### config.mk
export PLATFORM = sky130hd
export DESIGN_NAME = i2c_bus_framer
export DESIGN_NICKNAME = d
export VERILOG_FILES = /design/src/rtl/i2c_bus_framer.sv
export SDC_FILE = /design/constraint.sdc
export NUM_CORES = 1
export LEC_CHECK = 0
export CELL_PAD_IN_SITES_DETAIL_PLACEMENT = 0
export CELL_PAD_IN_SITES_GLOBAL_PLACEMENT = 1
export CORE_AREA = 2 2 77 79
export DETAILED_ROUTE_END_ITERATION = 8
export DIE_AREA = 0 0 79 81
export PLACE_DENSITY_LB_ADDON = 0.1
export SLEW_MARGIN = 20
export SYNTH_ARGS = -nofsm -noshare
export SYNTH_HDL_FRONTEND = slang
export SYNTH_SLANG_ARGS = --single-unit
### constraint.sdc
create_clock -name system_clock -period 3.3 [get_ports system_clock]
set_input_delay 0.66 -clock system_clock [delete_from_list [all_inputs] [get_ports system_clock]]
set_output_delay 0.66 -clock system_clock [all_outputs]
set_load 0.1 [all_outputs]
### src/rtl/i2c_bus_framer.sv
// rtl/i2c_bus_framer.sv - I2C bus condition detector and byte framer (sync, glitch filter, FSM)
module i2c_bus_framer #(
    parameter int SYNC_STAGES = 2,
    parameter int FILTER_LEN  = 3,
    parameter int CNT_W       = 8
) (
    input  logic             system_clock,
    input  logic             reset,
    input  logic             scl_in,
    input  logic             sda_in,
    output logic             start_det,
    output logic             rstart_det,
    output logic             stop_det,
    output logic             bus_busy,
    output logic             byte_valid,
    output logic [7:0]       byte_data,
    output logic             byte_ack,
    output logic             byte_is_addr,
    output logic             rw_bit,
    output logic [CNT_W-1:0] byte_cnt,
    output logic             frame_err
);

    typedef enum logic [1:0] {
        IDLE  = 2'd0,
        SHIFT = 2'd1,
        ACK   = 2'd2
    } state_t;

    localparam logic [3:0]       FILT_LAST = 4'(FILTER_LEN - 1);
    localparam logic [CNT_W-1:0] CNT_MAX   = {CNT_W{1'b1}};

    logic [SYNC_STAGES-1:0] scl_sync, sda_sync;
    logic                   scl_s, sda_s;
    logic [3:0]             scl_fcnt, sda_fcnt;
    logic                   scl_f, sda_f, scl_f_d, sda_f_d;
    logic                   scl_rise, scl_fall, sda_rise, sda_fall;
    logic                   start_cond, stop_cond;

    state_t           state, state_nxt;
    logic [3:0]       bit_cnt, bit_cnt_nxt;
    logic [7:0]       shreg, shreg_nxt;
    logic             addr_pend, addr_pend_nxt;
    logic             start_nxt, rstart_nxt, stop_nxt, valid_nxt, err_nxt;
    logic             busy_nxt, ack_nxt, is_addr_nxt, rw_nxt;
    logic [7:0]       data_nxt;
    logic [CNT_W-1:0] cnt_nxt;

    always_ff @(posedge system_clock or posedge reset) begin
        if (reset) begin
            scl_sync <= '1;
            sda_sync <= '1;
        end else begin
            scl_sync <= {scl_sync[SYNC_STAGES-2:0], scl_in};
            sda_sync <= {sda_sync[SYNC_STAGES-2:0], sda_in};
        end
    end

    assign scl_s = scl_sync[SYNC_STAGES-1];
    assign sda_s = sda_sync[SYNC_STAGES-1];

    // A line flips only after FILTER_LEN consecutive samples disagree with it.
    always_ff @(posedge system_clock or posedge reset) begin
        if (reset) begin
            scl_f    <= 1'b1;
            sda_f    <= 1'b1;
            scl_fcnt <= '0;
            sda_fcnt <= '0;
            scl_f_d  <= 1'b1;
            sda_f_d  <= 1'b1;
        end else begin
            scl_f_d <= scl_f;
            sda_f_d <= sda_f;
            if (scl_s != scl_f) begin
                if (scl_fcnt == FILT_LAST) begin
                    scl_f    <= scl_s;
                    scl_fcnt <= '0;
                end else begin
                    scl_fcnt <= scl_fcnt + 4'd1;
                end
            end else begin
                scl_fcnt <= '0;
            end
            if (sda_s != sda_f) begin
                if (sda_fcnt == FILT_LAST) begin
                    sda_f    <= sda_s;
                    sda_fcnt <= '0;
                end else begin
                    sda_fcnt <= sda_fcnt + 4'd1;
                end
            end else begin
                sda_fcnt <= '0;
            end
        end
    end

    assign scl_rise = scl_f & ~scl_f_d;
    assign scl_fall = ~scl_f & scl_f_d;
    assign sda_rise = sda_f & ~sda_f_d;
    assign sda_fall = ~sda_f & sda_f_d;

    // An SDA edge coinciding with SCL falling is data movement, not a condition.
    assign start_cond = sda_fall & scl_f & ~scl_fall;
    assign stop_cond  = sda_rise & scl_f & ~scl_fall;

    always_comb begin
        state_nxt     = state;
        bit_cnt_nxt   = bit_cnt;
        shreg_nxt     = shreg;
        addr_pend_nxt = addr_pend;
        busy_nxt      = bus_busy;
        data_nxt      = byte_data;
        ack_nxt       = byte_ack;
        is_addr_nxt   = byte_is_addr;
        rw_nxt        = rw_bit;
        cnt_nxt       = byte_cnt;
        start_nxt     = 1'b0;
        rstart_nxt    = 1'b0;
        stop_nxt      = 1'b0;
        valid_nxt     = 1'b0;
        err_nxt       = 1'b0;

        if (stop_cond) begin
            stop_nxt      = 1'b1;
            err_nxt       = (bit_cnt != 4'd0);
            busy_nxt      = 1'b0;
            bit_cnt_nxt   = 4'd0;
            addr_pend_nxt = 1'b0;
            state_nxt     = IDLE;
        end else if (start_cond) begin
            if (state == IDLE) begin
                start_nxt = 1'b1;
            end else begin
                rstart_nxt = 1'b1;
                err_nxt    = (bit_cnt != 4'd0);
            end
            busy_nxt      = 1'b1;
            cnt_nxt       = '0;
            bit_cnt_nxt   = 4'd0;
            addr_pend_nxt = 1'b1;
            state_nxt     = SHIFT;
        end else if (scl_rise) begin
            case (state)
                SHIFT: begin
                    shreg_nxt   = {shreg[6:0], sda_f};
                    bit_cnt_nxt = bit_cnt + 4'd1;
                    if (bit_cnt == 4'd7) begin
                        state_nxt = ACK;
                    end
                end
                ACK: begin
                    ack_nxt     = sda_f;
                    data_nxt    = shreg;
                    valid_nxt   = 1'b1;
                    is_addr_nxt = addr_pend;
                    if (addr_pend) begin
                        rw_nxt        = shreg[0];
                        addr_pend_nxt = 1'b0;
                    end
                    if (byte_cnt != CNT_MAX) begin
                        cnt_nxt = byte_cnt + 1'b1;
                    end
                    bit_cnt_nxt = 4'd0;
                    state_nxt   = SHIFT;
                end
                default: ;
            endcase
        end
    end

    always_ff @(posedge system_clock or posedge reset) begin
        if (reset) begin
            state        <= IDLE;
            bit_cnt      <= 4'd0;
            shreg        <= 8'h00;
            addr_pend    <= 1'b0;
            bus_busy     <= 1'b0;
            byte_data    <= 8'h00;
            byte_ack     <= 1'b1;
            byte_is_addr <= 1'b0;
            rw_bit       <= 1'b0;
            byte_cnt     <= '0;
            start_det    <= 1'b0;
            rstart_det   <= 1'b0;
            stop_det     <= 1'b0;
            byte_valid   <= 1'b0;
            frame_err    <= 1'b0;
        end else begin
            state        <= state_nxt;
            bit_cnt      <= bit_cnt_nxt;
            shreg        <= shreg_nxt;
            addr_pend    <= addr_pend_nxt;
            bus_busy     <= busy_nxt;
            byte_data    <= data_nxt;
            byte_ack     <= ack_nxt;
            byte_is_addr <= is_addr_nxt;
            rw_bit       <= rw_nxt;
            byte_cnt     <= cnt_nxt;
            start_det    <= start_nxt;
            rstart_det   <= rstart_nxt;
            stop_det     <= stop_nxt;
            byte_valid   <= valid_nxt;
            frame_err    <= err_nxt;
        end
    end

endmodule

==> After elaboration in Yosys (flattened, before gate mapping) <==
Index checks and enable logic that the tools add are counted.
Widths: inputs -> output; s select.
{ "totals": {"output_inout_bits": 25, "inputBits": 4, "ff_bits": 56, "wordCells": 106} }
{ "op_classes": {"n_addsub": 4, "reduce_logical": 18, "muxes": 37, "n_eq_ne": 9, "bitwise_logic": 15} }
{ "op_table": {"columns": ["operator", "count"], "rows": [
  ["$mux 8", 4],
  ["$mux 4", 7],
  ["$mux 1", 20],
  ["$add 4x1->4 const B", 3],
  ["$reduce_and 4->1", 3],
  ["$add 8x1->8 const B", 1],
  ["$and 1x1->1", 8],
  ["$eq 4x2->1 const B", 2],
  ["$mux 2", 4],
  ["$ne 8x8->1 const B", 1],
  ["$pmux 4 s2", 1],
  ["$reduce_and 2->1", 4],
  ["$reduce_bool 2->1", 4],
  ["$reduce_bool 4->1", 2],
  ["$not 1->1", 7],
  ["$reduce_bool 3->1", 2],
  ["$reduce_and 5->1", 1],
  ["$eq 4x3->1 const B", 1],
  ["$ne 4x4->1 const B", 1],
  ["$pmux 2 s2", 1],
  ["$reduce_and 3->1", 1],
  ["$eq 2x1->1 const B", 1],
  ["$eq 2x2->1 const B", 1],
  ["$logic_not 2->1", 1],
  ["$ne 1x1->1", 2]
]} }

==> Longest topological paths before layout <==
{ "depth": {"word_depth": 6, "mapped_depth": 7, "ltp_nobuf": 6} }

==> Worst setup path after synthesis <==
Ideal clock, no wire load.
{ "synth_path": {"path_kind": "reg2reg", "from": "register byte_cnt[0]", "to": "register byte_cnt[6]", "path_slack_ns": 0.927, "arrival_ns": 2.285, "setup_ns": 0.088, "t_required_ns": 3.212, "path_stages_with_launch": 6, "n_path_buf": 0, "synth_period_minus_slack_ns": 2.373, "cell_sequence": "dfrtp_1 > ha_1 > nand3_1 > a2111o_1 > or3_1 > a22oi_1"} }
{ "synth_via": {"elab_chain_cells": 5, "elab_cells_between_ends": 8, "classes_between": "add/sub: 1; eq/ne: 1; mux: 4; reduce/logical: 2"} }
{ "synth_rtl": {"columns": ["element", "line_no", "source"], "rows": [
  ["start: declaration", "20", "output logic [CNT_W-1:0] byte_cnt,"],
  ["start signal: assignment", "198", "byte_cnt <= cnt_nxt;"],
  ["$add 8x1->8", "161", "cnt_nxt = byte_cnt + 1'b1;"],
  ["$mux 8", "160", "if (byte_cnt != CNT_MAX) begin"],
  ["$mux 8", "143", "case (state)"],
  ["$mux 8", "142", "end else if (scl_rise) begin"],
  ["$mux 8", "130", "end else if (start_cond) begin"]
]} }
Several ways; a longest one is shown, not always the timed one. The select of a mux whose other input is x is not followed.
A chain may end at the register's enable or synchronous reset.

==> Worst setup path after layout <==
{ "layout_path": {"from": "register state[0]", "to": "register byte_cnt[6]"} }
{ "layout_via": {"elab_chain_cells": 3} }
{ "layout_rtl": {"columns": ["element", "line_no", "source"], "rows": [
  ["start: declaration", "40", "state_t state, state_nxt;"],
  ["start signal: assignment", "189", "state <= state_nxt;"],
  ["$eq 2x2->1", "143", null],
  ["$reduce_bool 2->1 (no source line)", null, null],
  ["$reduce_and 4->1 (no source line)", null, null]
]} }
No other way between the ends.

==> run_results.csv <==
group,metric,value,unit
yosys,synth_top_cell_area_share,46.0,%
placement,dp_hpwl,3.12,mm
yosys,synthCells,223,
sta,worst_pin_slew,555,ps
yosys,yosysWarnings,0,
yosys,synth_area_leader_cell,"dfrtp_1",
yosys,synthesis.area,0.00256,mm^2
yosys,yosysMostFrequentCell,"dfrtp_1",
yosys,seq_area_frac_synth,55.2,%
sta,min_period,2050,ps
floorplan,die_w,79,um
yosys,synthTopCellsByArea,"dfrtp_1, dfstp_2, mux2_2, ha_1, nor2_1",
sta,layout_setup_ws,1250,ps
cells_and_area,fin_util,52.5,%
placement,dpl_worst_slack,1260,ps
route,drt_iter0_markers,59,
sta,period_share,62.0,%
global_routing,gr-total-overflow,0,
yosys,synthArstFlopShare,100,%
critical_path,path_class,"flop to flop",
clocking,cts_setup_buffers,0,
pwr,p_per_area,880,mW/mm^2
clocking,cts-root-buf,"clkbuf_8",
clocking,cts_sinks,56,
sta,max_freq,0.488,GHz
critical_path,r2r_setup_slack,1250,ps
global_routing,grt.total_usage,15.9,%
sta,slew_headroom,62.9,%
cells_and_area,drive_above_1_share,27.3,%
clocking,insertion_delay,300,ps
route,drt-total-wl,4.55,mm
yosys,synth_edf_count,0,
cells_and_area,stdcell_count,328,
critical_path,cpMaxStageDelayCell,"a2111o_1",
critical_path,startpoint_type,"flop",
floorplan,core-area,0.00568,mm^2
clocking,cts_resized,0,
critical_path,startpoint,"state[0]$_DFFE_PP0P_",
yosys,syn_area_per_cell,11.5,um^2
placement,portBuffers,28,
sta,rsz0062_at_grt,"no",
sta,maxSlewViolCount,0,
critical_path,cp-endpoint,"byte_cnt[6]$_DFFE_PP0P_",
critical_path,required,3520,ps
critical_path,endpoint_kind,"flop",
route,post_drt_wl_per_cell,13.9,um
route,dr.pass1.iters,4,
clocking,clock_path_buffers,2,
floorplan,initial_utilization,45.1,%
clocking,cts.htree.levels,2,
clocking,cts-hold-fix-buffers,0,
route,vias_per_cell,5.20,
cells_and_area,syn2layout_area_growth,16.5,%
cells_and_area,diodes,0,
critical_path,crit_fanout,12,
hold_path,hold_path_startpoint,"sda_sync[0]$_DFF_PP1_",
floorplan,io_pins,29,
placement,gp_congestion,0.753,
yosys,synth.distinct_cells,47,
global_routing,grt_max_degree,57,
global_routing,grt_pass1_wl,8.06,mm
global_routing,antenna_found_initial,0,
job,maxCapViolations,0,
clocking,cts_tree,"done",
route,num_vias,1706,
critical_path,arrival,2270,ps
hold_path,worst_hold_path_type,"flop to flop",
pwr,leakagePower,0.00143,uW
yosys,synth_seq_cells,56,
floorplan,dieArea,0.00640,mm^2
cells_and_area,finalNetCount,266,
route,postRouteAntennaNets,0,
sta,setup_tns,0,ps
critical_path,worstReg2RegEnd,"byte_cnt[6]$_DFFE_PP0P_",
sta,hold_viol,0,
critical_path,crit_chain,"inv_1, ha_1, nand3b_4, a2111o_1, or3_1, a22oi_1",
placement,dpl.cell_count,320,
pwr,irDropWorstVdd,0.538,mV
critical_path,reg2regPathDepth,6,
floorplan,rows,28,
clocking,path_clk_slew,100,ps
yosys,synth_common_cells,"dfrtp_1, nor2_1, mux2_2, nand2_1, inv_1",
sta,skew,8.36,ps
floorplan,die_y,81,um
route,drc,0,
critical_path,timing.rr.start,"state[0]$_DFFE_PP0P_",
global_routing,grt_pass1_vias,1713,
sta,setup_viol,0,
yosys,synthFlopType,"dfrtp_1",
pwr,total_power,2620,uW
status,status,"completed",
clocking,numCtsBuffers,5,
yosys,syn_nets,237,
critical_path,slowest_delay,430,ps
## sequential cells by signal, indices dropped and copies added, names as in the netlist, 2 cells and up
register / count
state: 2
sda_sync: 2
scl_fcnt: 4
byte_data: 8
byte_cnt: 8
sda_fcnt: 4
bit_cnt: 4
shreg: 8
scl_sync: 2
## critical path, delay by kind of cell, from the launching register on
family	cells	cell delay [ps]
AO/OA/AOI/OAI	2	600
adder cells (fa/ha/maj)	1	420
buffers and inverters	1	90
flip-flops	1	410
AND/OR/NAND/NOR	2	460
## placed cells by master (no fill, tap or decap), drive strengths merged, types with 5 or more instances in the layout
cell type   n
dfrtp      47
o21ai       8
inv        13
dfstp       9
xor2        5
ha         10
nor2       23
nand2      14
mux2       20
a21oi       8
nor3        5
clkbuf      7
buf        27
## layout make-up
cell class                      count  area (um^2)
Clock buffer                        7         96.3
Clock inverter                      1         30.0
Fill cell                         540         2700
Inverter                           13         48.8
Multi-Input combinational cell    146         1050
Sequential cell                    56         1410
Tap cell                           75         93.8
Timing Repair Buffer               30          245
## per-stage QoR
stage	instance area, um^2	hold slack (ps)
6_report	2980	362
5_1_grt	2980	365
4_1_cts	2980	362
3_5_place_dp	2850	348
3_3_place_gp	2850	347
2_1_floorplan	2560	345
## power breakdown
part / internal (uW) / total (uW) / leakage, uW / switching, uW
Sequential: 888 / 1090 / 0.000725 / 199
Combinational: 332 / 1060 / 0.000638 / 727
Clock: 268 / 477 / 0.0000645 / 209
## worst min-delay path by stage
stage,depth (start not counted),endpoint,slack [ps]
2_1_floorplan,0,scl_sync[1]$_DFF_PP1_,350
6_report,0,sda_sync[1]$_DFF_PP1_,360
4_1_cts,0,sda_sync[1]$_DFF_PP1_,360
3_5_place_dp,0,sda_sync[1]$_DFF_PP1_,350
5_1_grt,0,sda_sync[1]$_DFF_PP1_,370
3_3_place_gp,0,sda_sync[1]$_DFF_PP1_,350
## kinds of logic (layout without fill, tap and decap cells)
logic type	after synthesis	after routing	synth area share, %
multiplexers	21	21	9.19
XOR/XNOR	8	8	2.74
adder cells (fa/ha/maj)	11	11	5.28
flip-flops	56	56	55.2
AND/OR/NAND/NOR	69	69	14.3
AO/OA/AOI/OAI	37	37	9.63
buffers and inverters	21	51	3.62
## per-layer routing
metal	vias up	share of wire, %	global-route usage [%]
met5	-	0	0
met4	0	0.94	4.66
met3	5	4.2	3.56
met2	30	48	25.7
met1	835	47	21.6
li1	836	-	-
No activity file was read; power rests on OpenSTA's default activity.
==> RTL edit: new RTL, same flow settings <==
`shreg` no longer has a reset.
--- a/src/rtl/i2c_bus_framer.sv
+++ b/src/rtl/i2c_bus_framer.sv
@@ -172,7 +172,6 @@
         if (reset) begin
             state        <= IDLE;
             bit_cnt      <= 4'd0;
-            shreg        <= 8'h00;
             addr_pend    <= 1'b0;
             bus_busy     <= 1'b0;
             byte_data    <= 8'h00;
@@ -188,7 +187,6 @@
         end else begin
             state        <= state_nxt;
             bit_cnt      <= bit_cnt_nxt;
-            shreg        <= shreg_nxt;
             addr_pend    <= addr_pend_nxt;
             bus_busy     <= busy_nxt;
             byte_data    <= data_nxt;
@@ -204,5 +202,9 @@
         end
     end
 
+    always_ff @(posedge system_clock) begin
+        shreg <= shreg_nxt;
+    end
+
 endmodule
 
Formal check against the unedited RTL: same outputs for any inputs over 10 cycles, from zero or initial values and one cycle with reset high; that may be too few to reach the edited logic, so the function may still have changed.
==> RTL edit against the unedited design <==
Synthesized cell count decreased by 13%; power increased by 10%; setup slack improved by 0.050 ns; highest routed layer unchanged; routed wire length decreased by 5.3%; design area decreased by 3.7%; largest power group is now combinational logic; sequential cell count unchanged; area after synthesis decreased by 3.0%; global-route usage decreased by 0.62 points.
==> RTL edit: results (changes against the unedited design) <==
Global routing
  – Number of global-route vias before repair: 1,576 (was 1,713)
  – Global Route Usage Sum: 0.153 (was 0.159)
  – Largest net degree at the start of global routing: 49 (was 57)
  – First-pass GRT wire length: 7570 um (was 8060 um)

Layout
  – Area Growth Syn to Fin: 15.6% (was 16.5%)
  – ClkCell Share: 0.0388 (was 0.0424)
  – Fraction of area in registers: 0.506 (was 0.474)
  – Clock buffer count: 6 (was 7)
  – Invs w/o clock: 8 (was 13)
  – Fill cell count: 532 (was 540)
  – Share of layout cells above drive strength 1: 0.307 (was 0.273)
  – Area of the multi-input gates: 962 um2 (was 1050 um2)
  – Final non-clock buffer share: 0.0759 (was 0.0823)

Logic synthesis
  – Synth Area in Compound Gates: 0.0796 (was 0.0963)
  – Synth Area in Adders: 0.0504 (was 0.0528)
  – Post-synthesis mux area share: 0.0630 (was 0.0919)
  – EDFF count, synth: 8 (was 0)
  – Synth top cells by count: 39 x dfrtp_1, 20 x nor2_1, 15 x nand2_1 (was 47 x dfrtp_1, 23 x nor2_1, 20 x mux2_2)
  – Syn_nets: 207 (was 237)
  – Top cells by area, synth: dfrtp_1 39%, edfxtp_1 9.7%, dfstp_2 9.5%, ha_1 5.0%, mux2_2 4.1% (was dfrtp_1 46%, dfstp_2 9.2%, mux2_2 8.8%, ha_1 4.9%, nor2_1 3.4%)
  – Register area share after synthesis: 0.585 (was 0.552)
  – XOR/XNOR Fraction of Synth Area: 0.0277 (was 0.0274)

STA
  – Slew HR: 0.460 (was 0.629)
  – Setup Skew: 0.00748 ns (was 0.00836 ns)

Setup path
  – FF-to-FF Start: sda_f$_DFFE_PP1P_ (was state[0]$_DFFE_PP0P_)
  – R2R Setup Slk: 1.30 ns (was 1.25 ns)
  – WP data arrival: 1.94 ns (was 2.27 ns)
  – Crit Path Max Fanout: 9 (was 12)
  – CP max stage cell: dfstp_2 (was a2111o_1)
  – CP endpoint: shreg[2]$_DFFE_PP_ (was byte_cnt[6]$_DFFE_PP0P_)
  – Max incr delay on CP: 0.64 ns (was 0.43 ns)
  – Kind of cell adding the most delay to the critical path: simple AND/OR/NAND/NOR gates (was compound AO/OA/AOI/OAI gates)

Run status
  – Status: finished clean (unchanged)

Drt
  – Iter 0 DRT Violations: 100 (was 59)
  – Final wirelength: 4310 um (was 4550 um)
  – Vias per cell: 5.10 (was 5.20)

Place
  – Dpl hpwl: 3060 um (was 3120 um)
  – DP Area: 2760 um2 (was 2850 um2)
  – PortBufs: 28 (unchanged)
  – GPL Wtd Cong: 0.760 (was 0.753)

Clock tree
  – Post-CTS Repair Setup Buffers: 0 (unchanged)

Power
  – Worst VDD drop: 0.539 mV (was 0.538 mV)
  – Leak Pwr: 1.33 nW (was 1.43 nW)
  – Clk pwr: 449 uW (was 477 uW)
  – Switch share: 0.480 (was 0.433)
  – Cell area power density: 1010 nW/um2 (was 880 nW/um2)
  – Seq pwr: 1.09 mW (about the same)
-- RTL edit: changes by cell type in the layout (fill, tap and decap cells not counted), moves of 3 or more --
cell / delta
mux2_2: -11
dfrtp_1: -8
edfxtp_1: +8
inv_1: -5
mux2_1: +4
nor2_1: -3
-- RTL edit: metal layers --
| layer | wire length, um | global-route usage | vias up |
|---|---|---|---|
| li1 | - | - | 734 |
| met3 | 168 | 0.0378 | 2 |
| met2 | 2220 | 0.248 | 27 |
| met1 | 1900 | 0.202 | 766 |
| met4 | 27 | 0.0500 | 0 |
| met5 | 0 | 0 | - |
-- RTL edit: per-stage QoR --
step           hold WS [ns]  utilization  instances  setup slack, ns  power, mW
2_1_floorplan         0.345            -        193             1.19       2.20
3_3_place_gp          0.346        0.486        292             1.40       2.44
3_5_place_dp          0.349        0.486        292             1.30       2.48
4_1_cts               0.365        0.505        300             1.29       2.94
5_1_grt               0.370        0.506        300             1.15       3.07
6_report              0.362        0.506        300             1.30       2.90
